`config.mk`:
```
export PLATFORM = sky130hd
export DESIGN_NAME = excess3_to_bcd
export DESIGN_NICKNAME = d
export VERILOG_FILES = /design/src/rtl/excess3_to_bcd.sv
export SDC_FILE = /design/constraint.sdc
export NUM_CORES = 1
export LEC_CHECK = 0
export CELL_PAD_IN_SITES_DETAIL_PLACEMENT = 0
export CELL_PAD_IN_SITES_GLOBAL_PLACEMENT = 1
export CORE_AREA = 2 2 39 41
export CTS_CLUSTER_SIZE = 24
export DETAILED_ROUTE_END_ITERATION = 10
export DIE_AREA = 0 0 41 43
export HOLD_SLACK_MARGIN = 0.1
export PLACE_DENSITY_LB_ADDON = 0.15
export SETUP_SLACK_MARGIN = 0.1
export SKIP_CTS_REPAIR_TIMING = 1
export SYNTH_ARGS = -nofsm -noshare
export SYNTH_HDL_FRONTEND = slang
export SYNTH_SLANG_ARGS = --single-unit
```
`constraint.sdc`:
```
create_clock -name clk -period 1.96 [get_ports clk]
set_clock_uncertainty 0.05 [all_clocks]
set_input_delay 0.294 -clock clk [delete_from_list [all_inputs] [get_ports clk]]
set_output_delay 0.294 -clock clk [all_outputs]
set_load 0.01 [all_outputs]
```
`src/rtl/excess3_to_bcd.sv`:
```
// -----------------------------------------------------------------------------
// excess3_to_bcd
//   Registered Excess-3 to BCD converter for DIGITS packed 4-bit digits.
//   Each digit lane computes BCD = XS3 - 3 independently. There is no borrow
//   between lanes. Codes outside 4'h3..4'hC are flagged in err.
//   The result is registered with one cycle of latency. out/err hold their
//   value while in_valid is low.
//
//   Parameters:
//     DIGITS     number of 4-bit digit lanes (>= 1)
//
//   Ports:
//     clk        rising-edge clock
//     rst_n      asynchronous, active-low reset
//     in_valid   in carries a word to convert this cycle
//     in         Excess-3 digits, digit k = in[4k+3:4k]
//     out_valid  out/err hold a converted word
//     out        BCD digits, digit k = out[4k+3:4k]
//     err        err[k] = 1 when input digit k was not a legal Excess-3 code
//
//   Build option:
//     EXCESS3_ZERO_INVALID_EN  when defined, an illegal digit produces 4'h0.
//                              Otherwise it produces (x - 3) mod 16.
// -----------------------------------------------------------------------------
module excess3_to_bcd #(
   parameter int unsigned DIGITS = 1
) (
   input  logic                  clk,
   input  logic                  rst_n,
   input  logic                  in_valid,
   input  logic [4*DIGITS-1:0]   in,
   output logic                  out_valid,
   output logic [4*DIGITS-1:0]   out,
   output logic [DIGITS-1:0]     err
);

   logic                  out_valid_d, out_valid_q;
   logic [4*DIGITS-1:0]   out_d, out_q;
   logic [DIGITS-1:0]     err_d, err_q;

   always_comb begin
      out_valid_d = in_valid;
      out_d       = out_q;
      err_d       = err_q;
      if (in_valid) begin
         for (int unsigned k = 0; k < DIGITS; k++) begin
            // 4-bit subtract wraps naturally; lanes never borrow from each other
            out_d[4*k +: 4] = in[4*k +: 4] - 4'd3;
            err_d[k]        = (in[4*k +: 4] < 4'd3) || (in[4*k +: 4] > 4'd12);
`ifdef EXCESS3_ZERO_INVALID_EN
            if (err_d[k]) begin
               out_d[4*k +: 4] = 4'h0;
            end
`endif
         end
      end
   end

   always_ff @(posedge clk or negedge rst_n) begin
      if (!rst_n) begin
         out_valid_q <= 1'b0;
         out_q       <= '0;
         err_q       <= '0;
      end else begin
         out_valid_q <= out_valid_d;
         out_q       <= out_d;
         err_q       <= err_d;
      end
   end

   assign out_valid = out_valid_q;
   assign out       = out_q;
   assign err       = err_q;

endmodule

```
==> results of run 1 <==
[per-layer routing]
layer | vias to the layer above | part of all wire [%] | GRT usage, %
met5 | - | 0 | 0
met4 | 0 | 0 | 6.00
met3 | 0 | 7.7 | 3.66
met2 | 8 | 47 | 10.3
met1 | 95 | 44 | 10.9
li1 | 109 | - | -
[per-stage QoR]
stage	setup WS (ps)	hold WS (ps)
finish	498	253
global route	446	271
CTS	481	253
detailed placement	367	445
global placement	391	442
floorplan	933	-51.6
[area by class of cell]
class                      count  area (um2)  share of cell area, %
tap                           16        20.0                   4.61
sequential                     6         150                   34.6
multi-input combinational     14         110                   25.4
inverter                       3        11.3                   2.59
timing repair buffer          12         120                   27.7
clock buffer                   3        22.5                   5.19
[worst max path at each step]
stage	to	cells past startpoint	slack [ps]	from
2_1_floorplan	out[2]	3	930	in[0]
5_1_grt	out[2]	1	450	out[2]
3_3_place_gp	out[1]	4	390	in[0]
6_report	out[0]	1	500	out[0]
4_1_cts	out[0]	1	480	out[0]
3_5_place_dp	out[1]	4	370	in[0]
[flip-flops by register name, summed over array words and instances (netlist names)]
register / count
err: 1
out: 4
out_valid: 1
[cell usage after synthesis, drive strengths merged]
cell type,n
nor2,2
a21oi,3
a31oi,1
dfrtp,6
inv,3
ha,2
mux2,3
xnor2,2
nor3,1
buf,1
[logic make-up (layout without fill, tap and decap cells)]
| group | count (synthesis) | in the layout | share of synthesized area (%) |
|---|---|---|---|
| adder cells (fa/ha/maj) | 2 | 2 | 9.05 |
| AO/OA/AOI/OAI | 4 | 4 | 7.69 |
| buffers and inverters | 4 | 18 | 5.88 |
| XOR/XNOR | 2 | 2 | 6.34 |
| flip-flops | 6 | 6 | 54.3 |
| multiplexers | 3 | 3 | 12.2 |
| AND/OR/NAND/NOR | 3 | 3 | 4.52 |
[power by group]
| part | internal (mW) | leakage (nW) | switching [mW] |
|---|---|---|---|
| clock network | 0.0692 | 0.0138 | 0.0441 |
| logic | 0.0489 | 0.102 | 0.0295 |
| registers | 0.138 | 0.0695 | 0.00658 |
==> out/results.txt, run 1 <==
The logs give 14 for the number of rows created at floorplan and 51 for the placed cell count. The actual slew at the worst max-slew pin came out at 303 ps. The capturing element type of the critical path was an output pin. Across every metal layer, demand over resource in global routing totals 8.29%. For the starting utilization of the core area, the log shows 20.0%. The library cell used most frequently in the layout, excluding fill and tap cells, is sky130_fd_sc_hd__clkdlybuf4s50_1. Yosys attributes the largest share of cell area to sky130_fd_sc_hd__dfrtp_1, sky130_fd_sc_hd__mux2_2, sky130_fd_sc_hd__ha_1, sky130_fd_sc_hd__xnor2_1, sky130_fd_sc_hd__a21oi_1.

Clock-pin slew was measured on the worst setup and hold paths at 50 ps. For the data arrival at the endpoint of the critical path, the log shows 1120 ps. The total DRC errors in the routed layout was 0. The kind of cell with the highest combined delay along the critical path is buffers and inverters. The initial detailed-routing violation count was 1. In the layout the commonest cells are sky130_fd_sc_hd__clkdlybuf4s50_1, sky130_fd_sc_hd__dfrtp_1. The core occupancy in the finished layout is 31.4%. In this run the biggest area consumer among cell types represents 54.3% of the synthesized area. The depth of the worst register-to-register path works out to 1.

The final layout contains routed wiring with a total length of 518 um. The die boundary height works out to 43 um. For the number of diodes, the log shows 0.

Clock latency on the worst-skew pair, taken at its later pin, is 240 ps. The run gives 0 as the number of antenna violations at the first check in global routing. The largest total area in the synthesized netlist belongs to sky130_fd_sc_hd__dfrtp_1. The half-perimeter wire length of the detailed placement result is 407 um. From synthesis to final layout, the design area changed by 57.0%. Highest clock rate: 684 MHz. Entering global routing, the biggest net connects 9 pins.

The die is 41 um wide. In this run, synthesis produced a sequential element count of 6. The headroom to the max-slew limit was 79.8%. After routing the design area is 434 um2. In the final layout, the share of cells above drive strength 1 is 15.8%. The detailed router placed 212 vias in this run. The first detailed-routing pass took 3 iterations. Across all register-to-register paths, the minimum setup slack is 1170 ps. The critical path goes through clkdlybuf4s50_1.

Final routed wire length divided by cell count: 9.59 um. For this design, the sink count on the clock tree is 6. The slowest stage of the critical path is the sky130_fd_sc_hd__clkdlybuf4s50_1 cell. Area of the mapped netlist: 277 um2.

Using the TritonRoute via totals, the vias-per-cell ratio works out to 3.93. Data on the critical path is required at its endpoint by 1620 ps. The filler-free cell count of the finished design was 54. 13 I/O pins were placed.

The logs give 1380 um2 for the core area and 0.337 mW for the post-layout total power. In this run the cell area measured after placement is 412 um2. The total count of hold-check failures in the final report was 0; the power density over the cells was 776 nW/um2. The tools report the total number of H-tree levels as 1. Setup violations remaining at the end of the flow were counted as 0.

For the total die area, the log shows 1760 um2. The logs give 0 ps for the summed negative setup slack over all endpoints and 0 for the number of warnings reported in the yosys synthesis log. Sequential-to-total area share from yosys stat: 54.3%.

The worst register-to-register path begins at out[0]. The period utilization was 74.6%. The endpoint identified for the worst register-to-register timing path is out[0]. The type of the tightest min-delay check was primary input to async pin.

The remaining antenna violation count after routing came out at 0. Setup repair after global routing left no endpoint under its margin. The max-slew violation total from the final report is 0. The final layout contains 49 nets. The reported max-cap violation count is 0. Routability-driven placement finished with a final weighted congestion of 0.613.

The clock passes through at most 2 buffers. For the count of unique library cells instantiated by Yosys, the log shows 10. The maximum fanout along the worst path is 2, and the buffers plus inverters on the worst setup path is 1. The clock period could shrink to 1460 ps. Synthesis produced a netlist whose cell count is 24.

IR analysis of the VDD net gives a maximum drop of 305 uV. The filler cells instantiated in the layout total 156. Counting the buffers created by CTS gives 3.

Averaged over all synthesized cells, the footprint is 11.5 um2. TritonCTS built the clock tree. The root buffer cell chosen for the clock tree is sky130_fd_sc_hd__clkbuf_4. STA classifies the critical path startpoint as a flip-flop. The number of nets in the synthesized netlist is 33. The number of global-route vias before repair is 213. The critical path is of the flip-flop to output pin type.

The run finished with clean final reports. The first global-routing pass estimated 903 um of wire. The leakage power came out at 0.185 nW. On the worst path, the slowest cell contributes a delay of 540 ps. The count of buffers from port buffering came out at 12.

For this run the aggregate overflow at the end of global routing stands at 0.
Note: power is estimated with default switching activity, not from simulation.
==> inputs of run 2 (changes only) <==
==> constraint.sdc (replaced) <==
create_clock -name clk -period 1.3 [get_ports clk]
set_clock_uncertainty 0.05 [all_clocks]
set_input_delay 0.195 -clock clk [delete_from_list [all_inputs] [get_ports clk]]
set_output_delay 0.195 -clock clk [all_outputs]
set_load 0.01 [all_outputs]
==> run 2 against run 1 <==
Final cell count up 1.9%. Critical path depth up 1. Combinational power up 47%.
==> out/results.txt, run 2 (synthesis gave the netlist of run 1 again) <==
The flow ran to the end, and the final reports show no timing, DRC or antenna violations. Logic depth of the worst setup path including buffers: 2 (+1). The remaining global-route overflow was 0 (unchanged).

The total die area is 1760 um2 (unchanged). Clock-pin transition on the worst setup and hold timing paths: 40 ps (about the same). Static timing analysis puts the maximum clock frequency at 967 MHz. The actual slew at the worst max-slew pin is 282 ps (-20.5 ps), and the area growth from synthesis to layout is 67.0%. The total number of H-tree levels came out at 1 (unchanged).

For the largest net degree at the start of global routing, the log shows 7 (-2). The remaining antenna violation count after routing was 0 (unchanged); the buffers plus inverters on the worst setup path was 1 (unchanged). Power density over the cells: 1080 nW/um2 (+39%). The first-pass iteration count of the detailed router is 2 (-1), and the final setup violation count is 0 (unchanged). The initial detailed-routing violation count was 1 (unchanged).

Endpoint of the worst-slack reg-to-reg timing path: out[2]. After layout, the minimum clock period comes to 1030 ps. The tools report the summed negative setup slack over all endpoints as 0 ps (unchanged).

TritonCTS built the clock tree. The kind of launch point of the worst setup path was a primary input. The chip width was 41 um (unchanged). The logs give 510 ps (-660 ps) for the reg-to-reg setup timing slack and 0.262 nW (+41%) for the leakage power.

The top cell types in the final layout, fill and taps aside, are sky130_fd_sc_hd__dlymetal6s2s_1, sky130_fd_sc_hd__dfrtp_1, sky130_fd_sc_hd__clkdlybuf4s50_1. The logs give 1370 ps (-250 ps) for the data required time of the worst path and 52 (+2.0%) for the placed cell count. The share of post-route cells with drive strength above 1 came out at 17.9% (+2.2 points).

Setup repair after global routing left no endpoint under its margin. The final-stage net count is 50 (+2.0%). The tools report the global-route track usage on met1 as 7.62% (-3.2 points). Among all stages on the critical path, the largest delay is contributed by sky130_fd_sc_hd__clkdlybuf4s50_1.

The depth of the worst register-to-register path was 1 (unchanged). The run gives 848 um (-6.1%) as the first-pass GRT wire length. The tools report the number of global-route vias before repair as 211 (-0.94%). The tools report the worst hold slack after final layout as 150 ps (-103 ps). The cell family contributing the most delay on the critical path is buffers and inverters. The logs give 0 (unchanged) for the total count of hold-check failures in the final report and 230 (+8.5%) for the number of vias after detailed routing.

The most critical setup path has its endpoint at out[0]. Biggest cell delay along the critical path: 550 ps (about the same). The tools report the total global-route track usage as 8.11% (-0.19 points). The number of flip-flops in the largest register is 4 (unchanged), and the core area is 1380 um2 (unchanged). The global routing met2 resource utilization is 11.6% (+1.3 points), and the clock latency at the later pin of the worst-skew pair is 240 ps (about the same). The data arrival at the endpoint of the critical path is 1100 ps (-20 ps), and the number of diodes is 0 (unchanged). The run gives 55 (+1.9%) as the filler-free cell count of the finished design.

The tools report the number of rows created at floorplan as 14 (unchanged). The detailed-route wire length came out at 549 um (+6.0%). The number of primary I/O pins is 13 (unchanged), and the number of antenna violations at the first check in global routing is 0 (unchanged).

The clock sink total is 6 (unchanged), and the final routed wire length divided by cell count is 9.98 um (+4.1%). The maximum fanout along the worst path came out at 4 (+2). Type of the tightest min-delay check: primary input to async pin. The detailed-route vias per instance works out to 4.18 (+6.5%). The core occupancy in the finished layout is 33.4% (+2.0 points), and the met3 capacity usage during global routing is 7.33% (+3.7 points). The count of buffers from port buffering was 12 (unchanged). The critical path in this run is classified as primary input to flip-flop. The logs give 0 (unchanged) for the reported max-cap violation count and 2 (unchanged) for the number of buffers on the longest clock path. The library cell used most frequently in the layout, excluding fill and tap cells, is sky130_fd_sc_hd__dlymetal6s2s_1. The global routing's busiest layer was met2.

The run gives 0.497 mW (+47%) as the post-layout total power. The tools report the total DRC errors in the routed layout as 0 (unchanged). Start point of the critical path: in_valid.

The worst setup path is captured at a flip-flop. The startpoint identified for the worst register-to-register timing path is out[2]. Walking the worst path, the cells encountered are clkdlybuf4s50_1 > mux2_2. The starting utilization of the core area is 20.0% (unchanged). The die boundary height was 43 um (unchanged). The library cell used as clock root buffer was sky130_fd_sc_hd__clkbuf_4. Global placement routability congestion: 0.624 (+1.8%). The headroom to the max-slew limit came out at 81.1% (+1.4 points). The tools report the clock buffer count from CTS as 3 (unchanged).

The period utilization came out at 79.5%. The largest vdd supply drop is 466 uV (+53%), and the max-slew violation total from the final report is 0 (unchanged).
==> run 2: worst min path at each step <==
stage	endpoint	from	cells past startpoint	slack, ps
CTS	err	rst_n	1	150
global route	err	rst_n	1	160
global placement	err	rst_n	1	410
finish	err	rst_n	1	150
floorplan	err	rst_n	0	-150
detailed placement	err	rst_n	1	410
==> run 2: through the flow <==
stage	area [um2]	setup slack, ps
finish	462	266
global route	462	232
CTS	442	-76.4
detailed placement	419	-187
global placement	419	-174
floorplan	277	372
==> run 2: area by class of cell <==
class                   instances  area (um2)
fillers                       148         922
inverters                       3        11.3
well taps                      16        20.0
multi-input cells              14         110
clock buffers                   3        22.5
repair buffers                 13         148
flip-flops and latches          6         150
==> run 2: power breakdown <==
part	switching [mW]	internal (mW)
clock	0.0599	0.104
combinational	0.0459	0.0688
sequential	0.00903	0.209
total	0.115	0.382
==> run 2: routing by layer <==
layer / routed length (um) / vias to the layer above
met5: 0 / -
met4: 0 / 0
met3: 64 / 0
met2: 272 / 10
met1: 211 / 107
li1: - / 113
==> inputs of run 3 (changes only) <==
==> constraint.sdc (replaced) <==
create_clock -name clk -period 1.08 [get_ports clk]
set_clock_uncertainty 0.05 [all_clocks]
set_input_delay 0.162 -clock clk [delete_from_list [all_inputs] [get_ports clk]]
set_output_delay 0.162 -clock clk [all_outputs]
set_load 0.01 [all_outputs]
==> run 3 against run 2 <==
Final cell count is 3.6% higher. Highest routed layer unchanged. Critical endpoint is now out[2]. Sequential cell count stayed put. Core utilization is 1.3 points lower. Via count is 3.0% lower. Combinational power is 18% higher.
==> out/results.txt, run 3 (synthesis gave the netlist of run 1 again) <==
The run finished with clean final reports. The run gives 43.9% (about the same) as the sequential fraction of design power. For the post-layout total power, the log shows 0.600 mW (+21%). The first-pass iteration count of the detailed router was 2 (unchanged); the net switching share of the total power was 24.2% (+1.1 points). The period utilization was 91.7%. The leakage power is 0.246 nW (-6.1%). The cell sitting at the root of the clock tree is a sky130_fd_sc_hd__clkbuf_4. The starting utilization of the core area was 20.0% (unchanged); the number of vias after detailed routing was 223 (-3.0%).

The number of fillers in the final layout came out at 148 (unchanged). The total die area came out at 1760 um2 (unchanged). Setup repair after global routing could not meet its margin everywhere.

The die boundary height works out to 43 um (unchanged). For the post-route standard cell area excluding fillers, the log shows 444 um2 (-3.8%). The tools report the worst reg2reg path startpoint as out[0].

The critical setup path kind is flip-flop to output pin. The tools report the first-pass GRT wire length as 917 um (+8.1%). The number of rows created at floorplan was 14 (unchanged); the share of post-route cells with drive strength above 1 was 34.1% (+16 points).

For the part of the power in the clock network, the log shows 33.5% (+0.5 points). The number of diodes is 0 (unchanged), and the minimum clock period is 990 ps. The largest vdd supply drop was 598 uV (+28%).

The count of buffers from port buffering is 12 (unchanged). The area growth from synthesis to layout is 60.6%. The run gives 110 um2 (unchanged) as the area of the multi-input gates. The tools report the number of primary I/O pins as 13 (unchanged).

The worst setup path is captured at an output pin. The run gives 870 ps (-500 ps) as the data required time of the worst path. The run gives 0.145 mW (+26%) as the reported net switching power. The run gives 1 (unchanged) as the total number of H-tree levels. The tools report the total DRC errors in the routed layout as 0 (unchanged).

Type of the tightest min-delay check: primary input to async pin. The chip width is 41 um (unchanged), and the total count of hold-check failures in the final report is 0 (unchanged). The logs give 116 ps (-34.0 ps) for the worst hold slack after final layout and 0 (unchanged) for the remaining global-route overflow. The detailed-route vias per instance was 3.91 (-6.4%). The critical path goes through dlymetal6s2s_1. For the number of global-route vias before repair, the log shows 216 (+2.4%). The run gives 22.7% (-0.4 points) as the part of the power in combinational logic.

The slowest cell on the critical path was sky130_fd_sc_hd__dfrtp_1. The clock sink total is 6 (unchanged), and the reg-to-reg setup timing slack is 280 ps (-230 ps). The biggest cell delay along the critical path works out to 370 ps (-180 ps). The start point of the critical path is out[2].

The clock latency at the later pin of the worst-skew pair was 240 ps (about the same). The top cell types in the final layout, fill and taps aside, are sky130_fd_sc_hd__dfrtp_1, sky130_fd_sc_hd__dlymetal6s2s_1. The clock-pin transition on the worst setup and hold timing paths is 40 ps (about the same), and the buffers plus inverters on the worst setup path is 1 (unchanged). For the global placement routability congestion, the log shows 0.621 (-0.51%).

The logs give 81.3% (+0.14 points) for the headroom to the max-slew limit and 52 (+4.0%) for the final-stage net count. The run gives 1380 um2 (unchanged) as the core area. The summed negative setup slack over all endpoints came out at 0 ps (unchanged). The depth of the worst register-to-register path was 1 (unchanged). The tools report the clock buffer count from CTS as 3 (unchanged). The tools report the endpoint of the worst-slack reg-to-reg timing path as out[0]. Kind of launch point of the worst setup path: a flip-flop.

The max-slew violation total from the final report was 0 (unchanged). The library cell used most frequently in the layout, excluding fill and tap cells, is sky130_fd_sc_hd__dfrtp_1. The final routed wire length divided by cell count was 10.2 um (+2.6%); the largest net degree at the start of global routing was 7 (unchanged). The power density over the cells works out to 1350 nW/um2 (+25%). For the remaining antenna violation count after routing, the log shows 0 (unchanged). Based on the critical path, the design can be clocked at up to 1010 MHz.

The logs give 584 um (+6.4%) for the detailed-route wire length and 2 (unchanged) for the number of buffers on the longest clock path. For the reported max-cap violation count, the log shows 0 (unchanged). Broken down by cell family, the worst path's largest delay share belongs to flip-flops. The tools report the data arrival at the endpoint of the critical path as 780 ps (-320 ps). The final setup violation count was 0 (unchanged). Combined flip-flop and latch cell area: 150 um2 (unchanged).

The number of flip-flops in the largest register was 4 (unchanged). The total global-route track usage is 9.11% (+1.0 points), and the actual slew at the worst max-slew pin is 280 ps (-2.06 ps). For the area of placed instances, the log shows 419 um2 (unchanged). TritonCTS built the clock tree.

The logs give 4 (+3) for the initial detailed-routing violation count and 0.455 mW (+19%) for the internal power summed over all cells. The maximum fanout along the worst path came out at 2 (-2). The run gives 0 (unchanged) as the number of antenna violations at the first check in global routing.
-- run 3: layout make-up --
cell class              count  area share [%]
flip-flops and latches      6            33.8
repair buffers             15            29.3
multi-input cells          14            24.8
clock buffers               3            5.07
well taps                  16            4.51
inverters                   3            2.54
-- run 3: power groups by stage --
stage / sequential [mW] / clock, mW / combinational, mW
final: 0.263 / 0.201 / 0.136
after global routing: 0.266 / 0.229 / 0.150
after CTS: 0.265 / 0.217 / 0.149
after detailed placement: 0.267 / 0 / 0.149
after global placement: 0.266 / 0 / 0.147
after floorplan: 0.280 / 0 / 0.0427
-- run 3: layer usage --
| layer | wire [um] | share of wire (%) | GRT usage, % | vias to the layer above |
|---|---|---|---|---|
| li1 | - | - | - | 114 |
| met1 | 230 | 39 | 9.24 | 101 |
| met2 | 297 | 51 | 11.6 | 8 |
| met3 | 56 | 9.6 | 8.38 | 0 |
| met4 | 0 | 0 | 6.00 | 0 |
| met5 | 0 | 0 | 0 | - |
-- run 3: worst max-delay path by stage --
stage          slack, ps     end  cells after the start
2_1_floorplan        190  out[2]                      3
4_1_cts             -270  out[0]                      1
6_report              90  out[2]                      1
3_3_place_gp        -360  out[1]                      4
5_1_grt               40  out[2]                      1
3_5_place_dp        -390  out[1]                      4
-- run 3: per-stage QoR --
| step | cells | util, % | setup slack, ps |
|---|---|---|---|
| finish | 57 | 32.1 | 89.8 |
| global route | 57 | 32.1 | 43.7 |
| global placement | 52 | 30.3 | -358 |
| CTS | 55 | 31.9 | -270 |
| detailed placement | 52 | 30.3 | -387 |
| floorplan | 24 | - | 185 |
